### config.mk
export PLATFORM = sky130hd
export DESIGN_NAME = bcd_countdown_timer
export DESIGN_NICKNAME = d
export VERILOG_FILES = /design/src/rtl/bcd_countdown_timer.sv
export SDC_FILE = /design/constraint.sdc
export NUM_CORES = 1
export LEC_CHECK = 0
export ABC_CLOCK_PERIOD_IN_PS = 3400
export CORE_MARGIN = 4
export CORE_UTILIZATION = 47
export CTS_CLUSTER_SIZE = 14
export DETAILED_ROUTE_END_ITERATION = 16
export GPL_TIMING_DRIVEN = 0
export PLACE_DENSITY = 0.81
export SLEW_MARGIN = 10
export SYNTH_ARGS = -nofsm -noshare
export SYNTH_HDL_FRONTEND = slang
export SYNTH_SLANG_ARGS = --single-unit
### constraint.sdc
create_clock -name clk -period 3.4 [get_ports clk]
set_input_delay 0.51 -clock clk [delete_from_list [all_inputs] [get_ports clk]]
set_output_delay 0.51 -clock clk [all_outputs]
set_load 0.1 [all_outputs]
### src/rtl/bcd_countdown_timer.sv
// bcd_countdown_timer: loadable multi-digit BCD down-counter with a start/stop
// FSM and a one-cycle terminal pulse on z.
// Optional feature: define RELOAD_EN for auto-reload from the preset register
// at terminal count (otherwise one-shot).
module bcd_countdown_timer #(
  parameter int DIGITS = 2
) (
  input  logic                  clk,
  input  logic                  reset,
  input  logic                  load,
  input  logic                  start,
  input  logic                  x,
  input  logic [4*DIGITS-1:0]   din,
  output logic [4*DIGITS-1:0]   Q,
  output logic                  z,
  output logic                  busy
);

  localparam int W = 4 * DIGITS;

  typedef enum logic {
    IDLE = 1'b0,
    RUN  = 1'b1
  } state_t;

  state_t         state, state_n;
  logic [W-1:0]   q_r, q_n;
  logic [W-1:0]   preset_r, preset_n;
  logic           z_r, z_n;
  logic [W-1:0]   din_sat;
  logic           at_one;

  // Clamp every nibble to 9 so the stored value is always valid BCD.
  function automatic logic [W-1:0] bcd_sat(input logic [W-1:0] v);
    logic [W-1:0] r;
    r = '0;
    for (int unsigned i = 0; i < DIGITS; i++) begin
      r[4*i +: 4] = (v[4*i +: 4] > 4'd9) ? 4'd9 : v[4*i +: 4];
    end
    return r;
  endfunction

  // BCD subtract-one: a digit at 0 wraps to 9 and passes the borrow upward.
  function automatic logic [W-1:0] bcd_dec(input logic [W-1:0] v);
    logic [W-1:0] r;
    logic         borrow;
    r      = v;
    borrow = 1'b1;
    for (int unsigned i = 0; i < DIGITS; i++) begin
      if (borrow) begin
        if (v[4*i +: 4] == 4'd0) begin
          r[4*i +: 4] = 4'd9;
        end else begin
          r[4*i +: 4] = v[4*i +: 4] - 4'd1;
          borrow      = 1'b0;
        end
      end
    end
    return r;
  endfunction

  // Sanitized preset and terminal-count decode.
  always_comb begin
    din_sat = bcd_sat(din);
    at_one  = (q_r == W'(1));
  end

  // Next-state logic: load beats everything, then start/decrement/terminal.
  always_comb begin
    state_n  = state;
    q_n      = q_r;
    preset_n = preset_r;
    z_n      = 1'b0;
    if (load) begin
      q_n      = din_sat;
      preset_n = din_sat;
      state_n  = IDLE;
    end else begin
      case (state)
        IDLE: begin
          if (start && (q_r != '0)) begin
            state_n = RUN;
          end
        end
        RUN: begin
          if (x) begin
            if (at_one) begin
              z_n = 1'b1;
`ifdef RELOAD_EN
              if (preset_r != '0) begin
                q_n = preset_r;
              end else begin
                q_n     = '0;
                state_n = IDLE;
              end
`else
              q_n     = '0;
              state_n = IDLE;
`endif
            end else if (q_r == '0) begin
              // Unreachable in normal use; never wrap below zero.
              state_n = IDLE;
            end else begin
              q_n = bcd_dec(q_r);
            end
          end
        end
        default: state_n = IDLE;
      endcase
    end
  end

  // State, count, preset and pulse registers with asynchronous active-low reset.
  always_ff @(posedge clk or negedge reset) begin
    if (!reset) begin
      state    <= IDLE;
      q_r      <= '0;
      preset_r <= '0;
      z_r      <= 1'b0;
    end else begin
      state    <= state_n;
      q_r      <= q_n;
      preset_r <= preset_n;
      z_r      <= z_n;
    end
  end

  assign Q    = q_r;
  assign z    = z_r;
  assign busy = (state == RUN);

endmodule

==> results.sh, run 1 <==
export IMPL_fin_ws_ns=0.966
export IMPL_layout_cells_non_filler=121
export IMPL_cts_htree_levels=1
export IMPL_worst_path_stages=1
export IMPL_grt_antenna_before_repair=0
export IMPL_grt_start_max_net_pins=11
export IMPL_vias_per_cell=6.19
export IMPL_path_buf_inv=1
export IMPL_synth_largest_area_cell="dfrtp_1"
export IMPL_die_x_microns=46.8
export IMPL_cts_resized=0
export IMPL_critPathCapture="Q[0]"
export IMPL_rsz0062_at_grt="no"
export IMPL_period_minus_slack_ns=2.43
export IMPL_routabilityCongestion=0.896
export IMPL_seqPwrFrac=0.319
export IMPL_required_ns=2.89
export IMPL_overflow=0
export IMPL_power_mw=0.476
export IMPL_tns_ns=0
export IMPL_synthCells=80
export IMPL_ir_drop_v=0.000305
export IMPL_cts_buffers=3
export IMPL_wirelength_microns=1820
export IMPL_syn_avg_cell_area_sq_um=8.84
export IMPL_path_cells="clkdlybuf4s50_1"
export IMPL_rr_startpoint="Q[0]"
export IMPL_drt_iter0_drc=32
export IMPL_setup_viol_count_final=0
export IMPL_ys_warn_count=0
export IMPL_r2r_cells=6
export IMPL_synth_nets=97
export IMPL_reg2reg_setup_slack_ns=1.50
export IMPL_nets=124
export IMPL_ys_flop_type="dfrtp_1"
export IMPL_clock_fmax_mhz=411
export IMPL_synthesis_area_sq_um=707
export IMPL_power_density_nw_per_um2=485
export IMPL_cp_slowest_cell="clkdlybuf4s50_1"
export IMPL_relSlewSlack=0.346
export IMPL_path_class="register to output pin"
export IMPL_dp_hpwl_microns=1390
export IMPL_num_vias=749
export IMPL_tightest_slew_ns=0.978
export IMPL_p_int_mw=0.262
export IMPL_leakage_nw=0.405
export IMPL_drtAntennaViolNets=0
export IMPL_cts_tree="yes"
export IMPL_hp_class="register to register"
export IMPL_status="finished clean"
export IMPL_drv_slew=0
export IMPL_cp_top_family="buffers and inverters"
export IMPL_finalHoldViolations=0
export IMPL_core_sq_um=1370
export IMPL_wl_per_cell_microns=15.1
export IMPL_grt_usage=0.201
export IMPL_placed_cells=117
export IMPL_maxCapViolCount=0
export IMPL_clkTransAtPathRegs_ns=0.07
export IMPL_syn2layout_area_growth_pct=38.9
export IMPL_grt_pass1_wl_microns=3060
export IMPL_io_pin_count=23
export IMPL_cp_startpoint="Q[0]"
export IMPL_seq_area_frac_synth=0.354
export IMPL_timing_final_crit_share=0.716
export IMPL_cp_arrival_ns=1.92
export IMPL_p_sw_mw=0.214
export IMPL_clockPowerShare=0.226
export IMPL_final_core_util=0.719
export IMPL_skew_ns=0.00726
export IMPL_die_area_sq_um=2190
export IMPL_pre_cts_slack_ns=1.25
export IMPL_cpPeakStageDelay_ns=1.18
export IMPL_crit_path_start_kind="register"
export IMPL_initial_utilization=0.517
export IMPL_power_frac_comb=0.455
export IMPL_drc=0
export IMPL_num_fill_cells=112
export IMPL_grt_pass1_vias=708
export IMPL_synth_commonest_cells="10 x a21oi_1, 10 x dfrtp_1, 8 x inv_1"
export IMPL_die_h_microns=46.8
export IMPL_clock_latency_ns=0.27
export IMPL_synth_edf_count=0
export IMPL_io_buffers=22
export IMPL_switching_share=0.450
export IMPL_ys_ff_latch=10
export IMPL_dr_pass1_iters=4
export IMPL_cp_end_kind="output pin"
export IMPL_clk_path_buf_depth=2
export IMPL_synth_cell_type_count=34
export IMPL_rr_endpoint="Q[3]"
export IMPL_yosys_top_cells_area="dfrtp_1 35%, a21oi_1 7.1%, ha_1 7.1%"
export IMPL_postCtsHoldBufs=0
export IMPL_cts_setup_buffers=0
export IMPL_n_antenna_cell=0
export IMPL_drive_gt1_frac=0.0849
export IMPL_cts_root_buffer="clkbuf_4"
export IMPL_rows=13
export IMPL_cts_sinks=10
export IMPL_cp_max_fo=7
export IMPL_async_flop_share=1.00
export IMPL_synth_top_area_frac=0.354
cell type report:
cell class / count / area, sq um / area share
Timing Repair Buffer: 22 / 220 / 0.224
Multi-Input combinational cell: 60 / 418 / 0.425
Clock buffer: 4 / 36.3 / 0.0369
Sequential cell: 10 / 250 / 0.255
Buffer: 2 / 8.76 / 0.00892
Inverter: 8 / 30.0 / 0.0306
Tap cell: 15 / 18.8 / 0.0191
sequential cells by signal, summed over array words and instances (netlist names):
signal and flops:
busy 1, Q 8, z 1
through the flow:
step	area (sq um)	hold slack, ns
floorplan	707	0.214
CTS	982	0.526
detailed placement	946	0.512
global placement	946	0.505
finish	982	0.527
global route	982	0.593
cells by family after synthesis:
group / after synthesis / synth area share
flip-flops: 10 / 0.354
buffers and inverters: 10 / 0.0549
AO/OA/AOI/OAI: 25 / 0.248
multiplexers: 1 / 0.0142
adder cells (fa/ha/maj): 4 / 0.0708
AND/OR/NAND/NOR: 30 / 0.258
how the worst min path moves through the flow:
stage | start | to | cells past startpoint
2_1_floorplan | reset | Q[0] | 0
3_3_place_gp | Q[4] | Q[4] | 1
3_5_place_dp | Q[4] | Q[4] | 1
4_1_cts | Q[4] | Q[4] | 1
5_1_grt | Q[4] | Q[4] | 1
6_report | Q[4] | Q[4] | 1
layout by cell type, fill, tap and decap left out, types with 2 or more instances in the layout:
cell type,Yosys,routed
a2111oi_0,2,2
a21oi_1,10,10
a311oi_1,2,2
clkbuf_4,0,3
clkdlybuf4s50_1,0,22
dfrtp_1,10,10
ha_1,4,4
inv_1,8,8
nand2_1,6,6
nand3_1,2,2
nand4_1,2,2
nor2_1,4,4
nor3_1,3,3
o211a_1,2,2
o311ai_1,2,2
or4_1,3,3
metal layers:
| metal | wire [microns] | GRT usage |
|---|---|---|
| met5 | 0 | 0 |
| met4 | 12 | 0.0773 |
| met3 | 163 | 0.0881 |
| met2 | 845 | 0.287 |
| met1 | 802 | 0.268 |
power by group through the flow:
stage	clock network, mW	registers (mW)	logic, mW
2_1_floorplan	0	0.243	0.0628
3_3_place_gp	0	0.153	0.213
3_5_place_dp	0	0.153	0.216
4_1_cts	0.113	0.151	0.217
5_1_grt	0.118	0.155	0.230
6_report	0.108	0.152	0.217
Power figures use the tool's default switching activity.
==> run 2: changes to the inputs <==
Settings changed: ABC_CLOCK_PERIOD_IN_PS 3400 to 2200, CORE_UTILIZATION 47 to 40, PLACE_DENSITY 0.81 to 0.74.
Clock period 3.4 ns to 2.2 ns, I/O delays scaled along.
==> results.sh, run 2 (synthesis results as in run 1) <==
export IMPL_routabilityCongestion=0.921
export IMPL_grt_pass1_vias=633
export IMPL_setup_viol_count_final=0
export IMPL_clkTransAtPathRegs_ns=0.06
export IMPL_drtAntennaViolNets=0
export IMPL_cts_setup_buffers=0
export IMPL_final_core_util=0.620
export IMPL_n_antenna_cell=0
export IMPL_num_vias=737
export IMPL_maxCapViolCount=0
export IMPL_die_h_microns=50.0
export IMPL_path_buf_inv=1
export IMPL_crit_path_start_kind="register"
export IMPL_rsz0062_at_grt="no"
export IMPL_layout_commonest_cell="clkdlybuf4s50_1"
export IMPL_rows=14
export IMPL_leakage_nw=0.435
export IMPL_cpPeakStageDelay_ns=1.14
export IMPL_io_buffers=22
export IMPL_largest_reg_flops=8
export IMPL_drv_slew=0
export IMPL_status="finished clean"
export IMPL_drc=0
export IMPL_cts_root_buffer="clkbuf_4"
export IMPL_grt_pass1_wl_microns=2880
export IMPL_overflow=0
export IMPL_grt_antenna_before_repair=0
export IMPL_dp_hpwl_microns=1440
export IMPL_vias_per_cell=5.71
export IMPL_num_fill_cells=135
export IMPL_grt_start_max_net_pins=11
export IMPL_hp_class="input pin to async pin"
export IMPL_cts_buffers=3
export IMPL_path_cells="clkdlybuf4s50_1"
export IMPL_cts_tree="yes"
export IMPL_wl_per_cell_microns=13.9
export IMPL_fin_ws_ns=0.0807
export IMPL_initial_utilization=0.443
export IMPL_clock_latency_ns=0.26
export IMPL_period_minus_slack_ns=2.12
export IMPL_syn2layout_area_growth_pct=39.8
export IMPL_core_sq_um=1590
export IMPL_required_ns=1.87
export IMPL_tightest_slew_ns=0.988
export IMPL_power_density_nw_per_um2=690
export IMPL_pre_cts_slack_ns=0.243
export IMPL_ir_drop_v=0.000407
export IMPL_clk_path_buf_depth=2
export IMPL_rr_startpoint="Q[0]"
export IMPL_relSlewSlack=0.340
export IMPL_drive_gt1_frac=0.114
export IMPL_dr_pass1_iters=4
export IMPL_timing_final_crit_share=0.963
export IMPL_wirelength_microns=1790
export IMPL_layout_common_cells="16 x clkdlybuf4s50_1, 10 x a21oi_1, 8 x inv_1"
export IMPL_cp_arrival_ns=1.79
export IMPL_cp_top_family="buffers and inverters"
export IMPL_cp_slowest_cell="clkdlybuf4s50_1"
export IMPL_cts_sinks=10
export IMPL_io_pin_count=23
export IMPL_grt_usage=0.152
export IMPL_tns_ns=0
export IMPL_skew_ns=0.000879
export IMPL_cp_max_fo=4
export IMPL_cp_end_kind="output pin"
export IMPL_clock_fmax_mhz=472
export IMPL_cts_htree_levels=1
export IMPL_finalHoldViolations=0
export IMPL_die_area_sq_um=2500
export IMPL_cp_startpoint="Q[5]"
export IMPL_nets=124
export IMPL_drt_iter0_drc=29
export IMPL_path_class="register to output pin"
export IMPL_die_x_microns=50.0
run 2: per-stage QoR:
stage	instance area, sq um	instances	hold slack [ns]	power [mW]
final	988	129	0.394	0.682
after global routing	988	129	0.407	0.720
after CTS	981	129	0.391	0.689
after detailed placement	962	126	0.496	0.572
after global placement	962	126	0.496	0.568
after floorplan	712	80	0.0344	0.475
run 2: layout make-up:
cell class | count | area (sq um) | share of cell area
Sequential cell | 10 | 255 | 0.258
Timing Repair Buffer | 22 | 224 | 0.227
Clock buffer | 3 | 22.5 | 0.0228
Tap cell | 24 | 30.0 | 0.0304
Buffer | 2 | 8.76 | 0.00886
Inverter | 8 | 30.0 | 0.0304
Multi-Input combinational cell | 60 | 418 | 0.423
run 2: power breakdown:
group          internal [mW]  leakage [nW]  switching (mW)  total, mW
clock network         0.0627        0.0138          0.0541      0.117
registers              0.206         0.119          0.0289      0.235
logic                 0.0961         0.302           0.234      0.330
run 2: repair_timing:
| action | in CTS | in global routing |
|---|---|---|
| endpoints found under the setup margin | 3 | 3 |
| resized for setup | 3 | 3 |
| hold buffers | 0 | 0 |
| cloned | 0 | 0 |
run 2: routing by layer:
| metal | GRT usage | vias up | wire length, microns |
|---|---|---|---|
| met1 | 0.199 | 340 | 832 |
| li1 | - | 359 | - |
| met4 | 0.0415 | 0 | 12 |
| met5 | 0 | - | 0 |
| met3 | 0.0572 | 2 | 137 |
| met2 | 0.230 | 36 | 809 |
run 2: path summary, 6_finish.rpt:
path	to	slack, ns	cells after the start
worst max register to register	Q[3]	0.38	6
worst max-delay path	Q[5]	0.08	1
worst min register to register	Q[4]	0.50	1
min in group clk	Q[4]	0.50	1
worst min-delay path	Q[2]	0.39	1
max in group asynchronous	Q[0]	1.46	1
